$ cat src/rtl/beta_if_stage.sv
// beta_if_stage -- instruction fetch stage, first stage ahead of decode.
//
// Owns the PC and runs a req/gnt/rvalid handshake with instruction memory.
// Exactly one instruction is presented to decode at a time. Decode then either
// releases it (if_next_i, fetch PC+4) or redirects (if_jump_i). Compressed
// instructions are not supported, so the PC always advances by 4.
//
// Ports:
//   clk_i, rstn_i        clock / synchronous active-low reset
//   imem_req_o           fetch request, held until granted
//   imem_addr_o          word-aligned fetch address, stable while ungranted
//   imem_gnt_i           memory accepted the request this cycle
//   imem_rvalid_i        imem_rdata_i valid this cycle
//   imem_rdata_i         fetched instruction word
//   if_next_i            decode is done with the current instruction
//   if_jump_i            redirect request
//   if_jump_addr_i       redirect target (low two bits are dropped)
//   if_instr_o           current instruction to decode
//   if_new_instr_o       1-cycle pulse: if_instr_o was just loaded
//   if_pc_o              PC of if_instr_o
//   if_stage_busy_o      stage is inside an imem transaction (not holding)

module beta_if_stage #(
  parameter int unsigned DataWidth  = 32,
  parameter logic [31:0] BootAddr   = 32'h0000_0000,
  parameter int unsigned Compressed = 0
) (
  input  logic                 clk_i,
  input  logic                 rstn_i,
  output logic                 imem_req_o,
  output logic [DataWidth-1:0] imem_addr_o,
  input  logic                 imem_gnt_i,
  input  logic                 imem_rvalid_i,
  input  logic [DataWidth-1:0] imem_rdata_i,
  input  logic                 if_next_i,
  input  logic                 if_jump_i,
  input  logic [DataWidth-1:0] if_jump_addr_i,
  output logic [DataWidth-1:0] if_instr_o,
  output logic                 if_new_instr_o,
  output logic [DataWidth-1:0] if_pc_o,
  output logic                 if_stage_busy_o
);

  // Only the 32-bit, uncompressed configuration is implemented.
  if (DataWidth != 32 || Compressed != 0) begin : g_bad_cfg
    $error("beta_if_stage: only DataWidth=32 and Compressed=0 are supported");
  end

  localparam logic [1:0] S_BOOT = 2'd0;
  localparam logic [1:0] S_REQ  = 2'd1;
  localparam logic [1:0] S_WAIT = 2'd2;
  localparam logic [1:0] S_HOLD = 2'd3;

  localparam logic [DataWidth-1:0] BootPc = {BootAddr[DataWidth-1:2], 2'b00};

  logic [1:0]           state;
  logic [DataWidth-1:0] pc;         // address of the fetch in flight / next fetch
  logic [DataWidth-1:0] pc_q;       // PC of the instruction shown to decode
  logic [DataWidth-1:0] instr_q;
  logic                 new_q;
  logic                 jmp_pend;   // redirect seen mid-transaction
  logic [DataWidth-1:0] jmp_tgt;

  logic [DataWidth-1:0] jump_al;
  logic                 unused_jump_lsb;

  assign jump_al         = {if_jump_addr_i[DataWidth-1:2], 2'b00};
  assign unused_jump_lsb = ^if_jump_addr_i[1:0];

  assign imem_req_o      = (state == S_REQ);
  assign imem_addr_o     = pc;
  assign if_instr_o      = instr_q;
  assign if_new_instr_o  = new_q;
  assign if_pc_o         = pc_q;     // reset loads BootPc, so BOOT shows BootAddr
  assign if_stage_busy_o = (state != S_HOLD);

  always_ff @(posedge clk_i) begin
    if (!rstn_i) begin
      state    <= S_BOOT;
      pc       <= BootPc;
      pc_q     <= BootPc;
      instr_q  <= '0;
      new_q    <= 1'b0;
      jmp_pend <= 1'b0;
      jmp_tgt  <= '0;
    end else begin
      new_q <= 1'b0;
      case (state)
        S_BOOT: state <= S_REQ;

        S_REQ: begin
          // The request is never retracted: a redirect here is parked and
          // the granted transaction's data is dropped when it returns.
          if (if_jump_i) begin
            jmp_pend <= 1'b1;
            jmp_tgt  <= jump_al;
          end
          if (imem_gnt_i) state <= S_WAIT;
        end

        S_WAIT: begin
          if (imem_rvalid_i) begin
            if (if_jump_i) begin
              // Same-cycle redirect wins over any older parked target.
              pc       <= jump_al;
              jmp_pend <= 1'b0;
              state    <= S_REQ;
            end else if (jmp_pend) begin
              pc       <= jmp_tgt;
              jmp_pend <= 1'b0;
              state    <= S_REQ;
            end else begin
              instr_q <= imem_rdata_i;
              pc_q    <= pc;
              new_q   <= 1'b1;
              state   <= S_HOLD;
            end
          end else if (if_jump_i) begin
            jmp_pend <= 1'b1;
            jmp_tgt  <= jump_al;
          end
        end

        S_HOLD: begin
          if (if_jump_i) begin
            pc    <= jump_al;
            state <= S_REQ;
          end else if (if_next_i) begin
            pc    <= pc + DataWidth'(4);   // wraps mod 2^32
            state <= S_REQ;
          end
        end

        default: state <= S_BOOT;
      endcase
    end
  end

endmodule

$ cat config.mk
export PLATFORM = sky130hd
export DESIGN_NAME = beta_if_stage
export DESIGN_NICKNAME = d
export VERILOG_FILES = /design/src/rtl/beta_if_stage.sv
export SDC_FILE = /design/constraint.sdc
export NUM_CORES = 1
export LEC_CHECK = 0
export CORE_MARGIN = 1.5
export CORE_UTILIZATION = 48
export DETAILED_ROUTE_END_ITERATION = 10
export PLACE_DENSITY = 0.79
export SLEW_MARGIN = 20
export SYNTH_ARGS = -nofsm -noshare
export SYNTH_HDL_FRONTEND = slang
export SYNTH_SLANG_ARGS = --single-unit
$ cat constraint.sdc
create_clock -name clk_i -period 2.9 [get_ports clk_i]
set_input_delay 0.29 -clock clk_i [delete_from_list [all_inputs] [get_ports clk_i]]
set_output_delay 0.29 -clock clk_i [all_outputs]
set_load 0.1 [all_outputs]
==> impl_metrics.toml, run 1 <==
[status]
status = "complete, no violations"

[global_route]
grt_pass1_wl_um = 28000
grt_usage = 0.271
first_global_vias = 5710
grt_max_degree = 58
grt_antenna_before_repair = 0
gr-total-overflow = 0

[clocking]
cts_buffer_depth = 2
cts_resized = 0
cts.reportedPaths.clkPinSlew_ns = 0.06
clock_sinks = 132
numCtsBuffers = 17
root_buffer = "clkbuf_16"
h-tree-depth = 4
clock_latency_ns = 0.42
post_cts_buffers = 0
holdBufCountCts = 0
tritoncts = "yes"

[worst_hold_path]
whs_path_depth = 3
min_path_type = "in -> reg"
hold_end = "if_instr_o[11]"
hold_start = "imem_rdata_i[11]"

[worst_setup_path]
worst-path-buf-inv = 0
cp_max_fo = 8
endpoint_kind = "flop"
cp_cell_sequence = "ha_1, nand4_2, or4_4, nor3_4, nor3b_1, a221o_1"
cp_slowest_cell = "or4_4"
rrSetupSlack_ns = 0.56
arrival_ns = 2.65
worstPathRequired_ns = 3.21
timing.rr.end = "imem_addr_o[28]"
start_kind = "flop"
worstRegToRegCells = 6
regToRegStartpoint = "imem_addr_o[2]"
critical-path-top-delay-family = "simple AND/OR/NAND/NOR gates"
worstSetupPathType = "reg -> reg"
max_stage_delay_ns = 0.67

[floorplanning]
die_width_um = 114
fp.dieH_um = 114
std_cell_rows = 40
core_um2 = 12100
die_area_um2 = 13100
ios = 169
start_util = 0.493

[routing]
antenna_left = 0
vias_per_cell = 5.61
drc_errors = 0
wl_per_cell_um = 16.0
vias = 6225
drt-total-wl_um = 17700
drt_pass1_iterations = 5
initialDrtViolationCount = 397

[finish]
seqCellArea_um2 = 2640
areaGrowthSynthToFinish_pct = 36.8
final_common_cell = "nand2_1"
multiInputGateArea_um2 = 3010
finish.net_count = 1003
final_cell_mix = "nand2_1 (230), a21oi_1 (132), dfxtp_1 (132)"
stdcell_area_um2 = 8140
antennaDiodeCount = 0
final_layout_size_suffix_gt1_frac = 0.179
n_fill_cell = 1005

[timing]
slew_viol_final = 0
finalHoldViolCount = 0
setup_viol = 0
worst_pin_slew_ns = 0.614
fin_crit_sh = 0.807
fin_setup_tns_ns = 0
setup_ws_ns = 0.559
skew_ns = 0.00755
fin_crit_ns = 2.34
max_slew_margin = 0.591
rsz0062_at_grt = "no"
clock.fmax_mhz = 427

[synthesis]
syn_area_per_cell_um2 = 7.64
synth_warnings = 0
synth_top_area_share = 0.444
synth_area_um2 = 5950
synth_top_flop_cell = "dfxtp_1"
async_reset_ff_frac = 0
synth-seq-cells = 132
ys_seq_area_frac = 0.444
syn_inst = 779
synthDistinctLibCells = 64
synthTopCellsByArea = "dfxtp_1 (44%), nand2_1 (15%), a21oi_1 (11%)"
synth_top_cell_by_area = "dfxtp_1"
synth-edff-count = 0
synth_nets = 854

[power_and_ir_drop]
power_density_nw_per_um2 = 616
max-vdd-ir-drop_mv = 0.341
total_power_w = 0.00502
p_leak_nw = 3.09

[place]
hpwl_um = 12300
place_area_um2 = 7480
pre_cts_slack_ns = 0.566
placement.io_buffers = 166
gp_congestion = 0.881

[run]
maxCapViolations = 0
## report_power, final
part	switching, W	internal (W)	total, W
sequential	0.0000636	0.00188	0.00194
combinational	0.000458	0.000238	0.000696
clock	0.000784	0.00159	0.00238
## layout make-up
class                           count  area share
Clock buffer                       24      0.0592
Inverter                            6     0.00292
Clock inverter                      8      0.0211
Timing Repair Buffer              190       0.196
Multi-Input combinational cell    581       0.370
Sequential cell                   132       0.325
Tap cell                          168      0.0258
## worst max-delay path by stage
stage | start | end | cells past startpoint
6_report | imem_addr_o[2] | imem_addr_o[28] | 6
2_1_floorplan | imem_addr_o[2] | imem_addr_o[30] | 7
5_1_grt | state[0] | imem_addr_o[4] | 6
3_3_place_gp | imem_addr_o[3] | imem_addr_o[30] | 6
4_1_cts | imem_addr_o[2] | imem_addr_o[28] | 6
3_5_place_dp | imem_addr_o[2] | imem_addr_o[28] | 6
## per-layer routing
layer  vias up  global-route usage  share of wire
met4         0               0.127          0.025
met1      2944               0.339           0.41
li1       3011                   -              -
met2       239               0.452           0.50
met5         -                   0              0
met3        31              0.0535          0.061
## worst min-delay path, delay by kind of cell
kind | cells | cell delay (ns)
buf+inv | 1 | 0.39
compound gates | 1 | 0.05
simple gates | 1 | 0.06
## state kept, by name, indices dropped and copies added, names as in the netlist
signal,flops
if_pc_o,32
if_new_instr_o,1
if_instr_o,32
imem_addr_o,32
jmp_pend,1
state,2
jmp_tgt,32
## synth_stat cells (6+ instances only)
cell type,n
nand2_1,230
nand3_1,9
nor2_1,25
nor3b_1,10
nor3_1,17
dfxtp_1,132
clkbuf_1,49
a21oi_1,132
a211oi_1,7
nand2b_1,8
o21ai_0,24
and3_1,17
nand4_1,6
## cell families (layout without fill, tap and decap cells)
logic type	after synthesis	after routing	share of synthesized area
mux	5	5	0.00841
flops	132	132	0.444
fa+ha+maj	5	5	0.0105
buf+inv	66	228	0.0511
compound gates	214	214	0.211
simple gates	357	357	0.275
## metrics by stage
step	hold slack, ns	cells	utilization
detailed placement	0.444	1077	0.621
global route	0.420	1109	0.675
CTS	0.405	1109	0.675
floorplan	0.426	779	-
finish	0.417	1109	0.675
global placement	0.437	1077	0.621
Note: power is estimated with default switching activity, not from simulation.
==> run 2, diff against run 1 <==
Settings changed: CORE_UTILIZATION 48 to 43, PLACE_DENSITY 0.79 to 0.75.
Clock period 2.9 ns to 1.95 ns, I/O delays scaled along.
==> run 2 against run 1 <==
  * Die area grew 11%
  * Flip-flop and latch count stayed put
  * Largest power group is now registers
  * Combinational power grew 68%
  * Final area grew 6.6%
  * The flow now finishes with violations (negative setup slack)
  * Register-to-register slack got worse by 0.61 ns
  * Worst setup slack worse by 0.61 ns
==> impl_metrics.toml, run 2 (synthesis results as in run 1) <==
[finish]
stdcell_area_um2 = 8680
finish.net_count = 1052
areaGrowthSynthToFinish_pct = 45.8
antennaDiodeCount = 0
final_common_cell = "nand2_1"
seqCellArea_um2 = 2710
n_fill_cell = 1207
final_cell_mix = "nand2_1 (229), buf_4 (159), a21oi_1 (130)"
multiInputGateArea_um2 = 3120
final_layout_size_suffix_gt1_frac = 0.262

[timing]
fin_setup_tns_ns = -0.0862
clock.fmax_mhz = 501
skew_ns = 0.00497
rsz0062_at_grt = "yes"
slew_viol_final = 0
setup_ws_ns = -0.0474
fin_crit_sh = 1.02
setup_viol = 3
finalHoldViolCount = 0
fin_crit_ns = 2.00
max_slew_margin = 0.720
worst_pin_slew_ns = 0.416

[worst_setup_path]
worst-path-buf-inv = 0
worstSetupPathType = "reg -> reg"
worstPathRequired_ns = 2.25
cp_slowest_cell = "or4_4"
start_kind = "flop"
arrival_ns = 2.30
critical-path-top-delay-family = "simple AND/OR/NAND/NOR gates"
max_stage_delay_ns = 0.62
cp_cell_sequence = "ha_4, nand4_4, or4_4, nor3_4, nor3b_2, a221o_1"
endpoint_kind = "flop"
cp_max_fo = 5

[clocking]
cts.reportedPaths.clkPinSlew_ns = 0.05
numCtsBuffers = 17
clock_sinks = 132
tritoncts = "yes"
root_buffer = "clkbuf_16"
cts_buffer_depth = 2
clock_latency_ns = 0.42
holdBufCountCts = 0
h-tree-depth = 4

[routing]
wl_per_cell_um = 15.6
drc_errors = 0
drt_pass1_iterations = 5
initialDrtViolationCount = 443
antenna_left = 0
vias = 6253
vias_per_cell = 5.38
drt-total-wl_um = 18200

[floorplanning]
ios = 169
core_um2 = 13400
die_width_um = 121
fp.dieH_um = 121
start_util = 0.444
die_area_um2 = 14600
std_cell_rows = 42

[run]
maxCapViolations = 0

[global_route]
grt_pass1_wl_um = 28500
grt_max_degree = 66
grt_usage = 0.246
gr-total-overflow = 0
first_global_vias = 5657
grt_antenna_before_repair = 0

[place]
place_area_um2 = 7990
hpwl_um = 12500
gp_congestion = 0.845
placement.io_buffers = 166
pre_cts_slack_ns = -0.0356

[power_and_ir_drop]
p_comb_frac = 0.169
switchingPower_w = 0.00192
p_clk_frac = 0.416
max-vdd-ir-drop_mv = 0.586
p_int_w = 0.00500
swShare = 0.277
power_density_nw_per_um2 = 798
power_frac_seq = 0.415
p_leak_nw = 3.35

[status]
status = "finished with violations"
failed_checks = "negative setup slack"

[worst_hold_path]
min_path_type = "in -> reg"
run 2: cell types whose count changed in the layout (fill, tap and decap cells not counted), moves of 4 or more:
cell,delta
bufinv_16,-5
clkinv_2,+4
dfxtp_1,-27
dfxtp_4,+12
buf_4,+36
buf_12,+8
dfxtp_2,+15
buf_6,+4
run 2: worst min-delay path: cells and delay by family:
kind            cells  cell delay (ns)
simple gates        1             0.05
buf+inv             1             0.39
compound gates      1             0.05
run 2: what timing repair did:
item / in CTS / in global routing
gates cloned: 0 / 1
hold endpoints to repair: 0 / 0
resized for setup: 6 / 19
pin swaps: 0 / 10
setup endpoints to repair: 5 / 24
buffers inserted: 1 / 6
run 2: final cells by class:
type,count,area share
Inverter,6,0.00317
Tap cell,176,0.0254
Timing Repair Buffer,238,0.239
Multi-Input combinational cell,582,0.360
Clock inverter,5,0.00288
Sequential cell,132,0.312
Clock buffer,24,0.0580
run 2: metal layers:
layer,part of all wire,GRT usage
met5,0,0
met4,0.019,0.0853
met3,0.070,0.0458
met2,0.46,0.384
met1,0.45,0.340
run 2: through the flow:
stage	power, W	cells	util	hold WS [ns]
global route	0.00717	1163	0.647	0.338
CTS	0.00693	1156	0.638	0.311
global placement	0.00405	1126	0.596	0.437
finish	0.00692	1163	0.647	0.324
detailed placement	0.00406	1126	0.596	0.442
floorplan	0.00360	779	-	0.331
run 2: final timing paths:
path,cells past startpoint,from,slack [ns],to
worst max register to register,6,imem_addr_o[2],-0.05,imem_addr_o[28]
worst min register to register,2,jmp_tgt[21],0.45,jmp_tgt[21]
worst min-delay path,3,imem_rdata_i[7],0.32,if_instr_o[7]
worst max-delay path,6,imem_addr_o[2],-0.05,imem_addr_o[28]
run 2: power groups by stage:
stage          sequential [W]  clock (W)  combinational, W
2_1_floorplan         0.00315          0          0.000445
3_3_place_gp          0.00293          0           0.00113
3_5_place_dp          0.00293          0           0.00113
4_1_cts               0.00287    0.00291           0.00115
5_1_grt               0.00289    0.00303           0.00125
6_report              0.00288    0.00288           0.00117
==> run 3, diff against run 2 <==
Settings changed: ABC_AREA set to 0.
==> results of run 3 <==
No change in the layout: final DEF, timing and power equal those of run 2.
==> patch (config.mk and constraints of run 2) <==
Make the reset (`rstn_i`) asynchronous in one clocked block. Comments in the files are not updated.
--- a/src/rtl/beta_if_stage.sv
+++ b/src/rtl/beta_if_stage.sv
@@ -76,3 +76,3 @@
 
-  always_ff @(posedge clk_i) begin
+  always_ff @(posedge clk_i or negedge rstn_i) begin
     if (!rstn_i) begin
Behaviour: differs if rstn_i is asserted again (counterexample within 4 cycles, from zero or initial values and one cycle with rstn_i low); with rstn_i held inactive, the same outputs for 4 cycles.
==> patch against run 2 <==
  * Fmax rose by 2.9%
  * Utilization shrank 0.72 points
  * Worst setup slack gained 0.055 ns
  * Wire length shrank 9.9%
  * Design area is 2.0% higher
  * Sequential cell count unchanged
  * Area after synthesis rose by 1.7%
  * Die area up 1.7%
  * Largest cell class is now flip-flops and latches
  * Highest routed layer unchanged
Power is left out: the tool's default activity adds up to more than one toggle a clock period on the data nets, which glitch-free logic cannot reach.
==> patch: results (changes against run 2) <==
| Metric | Value |
|---|---|
| WHS | 0.303 ns (-0.0215 ns) |
| Count of input and output buffers | 166 (unchanged) |
| H-tree Lvls | 4 (unchanged) |
| CTS Buf Count | 17 (unchanged) |
| # diodes | 0 (unchanged) |
| Syn_area_per_cell | 12.0 um^2 (+57%) |
| Wire per inst | 18.1 um (+16%) |
| List of most frequent post-synthesis cells | dfrtp_1, mux2_2, o21ai_0 |
| Syn nets | 581 (-32%) |
| 1st-pass router iterations | 6 (+1) |
| R2R depth | 6 (unchanged) |
| Register clock-pin slew on the reported worst setup and hold paths | 0.06 ns |
| Worst-Margin Slew | 0.560 ns (+0.144 ns) |
| Clock Latency Late Sink | 0.42 ns (about the same) |
| Seq/Total Area, Yosys | 0.546 (+0.101) |
| HPWL Detailed | 11.2 mm (-10%) |
| Antenna violations before repair | 0 (unchanged) |
| DP Cell Count | 870 (-23%) |
| Largest net degree at the start of global routing | 58 (-12%) |
| Reg2reg end | imem_addr_o[28] |
| Clock Skews | 0.00880 ns (+0.00383 ns) |
| Vias in the first global route | 5014 (-11%) |
| Routed vias/inst | 5.59 (+3.9%) |
| Startpoint types | flop |
| Netlist cell types | 54 (-16%) |
| First-pass GRT wire length | 25.1 mm (-12%) |
| Reg2Reg Setup Slack | 0.008 ns (+0.06 ns) |
| Final nets | 789 (-25%) |
| Share of post-route cells with drive strength above 1 | 0.459 (+0.197) |
| Top cells by area, synth | dfrtp_1, mux2_2, o21ai_0 |
| Post-route insts no fill | 907 (-22%) |
| Status | finished, final reports clean |
| Total track usage | 0.219 (-0.0272) |
| Clock tree buffer depth | 2 (unchanged) |
| Worst Hold Class | input port to async pin |
| Root Buffer | clkbuf_16 |
| Ys async rst share | 1.00 (+1.00) |
| Worst Path Max Fanout | 4 (-1) |
| Drt initial violations | 387 (-13%) |
| YS warnings | 0 (unchanged) |
| Critical Path End Type | flop |
| Critical path arrival | 2.30 ns (about the same) |
| Worst r2r src | imem_addr_o[2] |
| GPL Wtd Cong | 0.883 (+4.6%) |
| Core footprint | 13800 um^2 (+3.2%) |
==> patch: cell types whose count changed after synthesis, sizes merged, moves of 17 or more <==
cell / run 2 / this run
nand2: 231 / 20
dfrtp: 0 / 132
dfxtp: 132 / 0
a21oi: 132 / 21
mux2: 0 / 94
clkbuf: 50 / 26
nor3: 18 / 1
==> patch: metrics by stage <==
| stage | worst slack [ns] | utilization | instance area (um^2) |
|---|---|---|---|
| after global placement | -0.0466 | 0.591 | 8180 |
| after CTS | 0.00377 | 0.635 | 8780 |
| after global routing | -0.0390 | 0.640 | 8850 |
| after floorplan | -0.317 | - | 6220 |
| after detailed placement | -0.135 | 0.591 | 8180 |
| final | 0.00802 | 0.640 | 8850 |
==> patch: worst max-delay path, cell delays in order (launching register included) <==
cell	delay (ns)
dfrtp_4	0.43
ha_4	0.15
and3_4	0.20
nand3_4	0.07
or4_4	0.43
or4b_4	0.53
nand3_2	0.07
==> patch: layout make-up <==
cell class              count  area [um^2]
clock inverters            13          133
clock buffers              19          443
flip-flops and latches    132         3370
repair buffers            220         1960
multi-input cells         334         2690
fillers                  1054         4970
well taps                 180          225
inverters                   9         37.5
==> patch: cells by family after synthesis <==
logic type	synth area share
AND/OR/NAND/NOR	0.108
flip-flops	0.546
buffers and inverters	0.0258
AO/OA/AOI/OAI	0.131
adder cells (fa/ha/maj)	0.0103
multiplexers	0.180
==> patch: layer usage <==
metal	global-route usage	wire length [um]	vias up
met2	0.367	8360	154
met3	0.0492	844	21
met1	0.273	6930	2575
li1	-	-	2316
met4	0.0919	250	0
met5	0	0	-
==> patch: what timing repair did <==
item / in CTS / in global routing
hold buffers: 1 / 0
resized for setup: 2 / 11
buffers inserted: 1 / 1
gates cloned: 0 / 2
hold endpoints to repair: 55 / 0
pin swaps: 3 / 1
endpoints found under the setup margin: 12 / 61
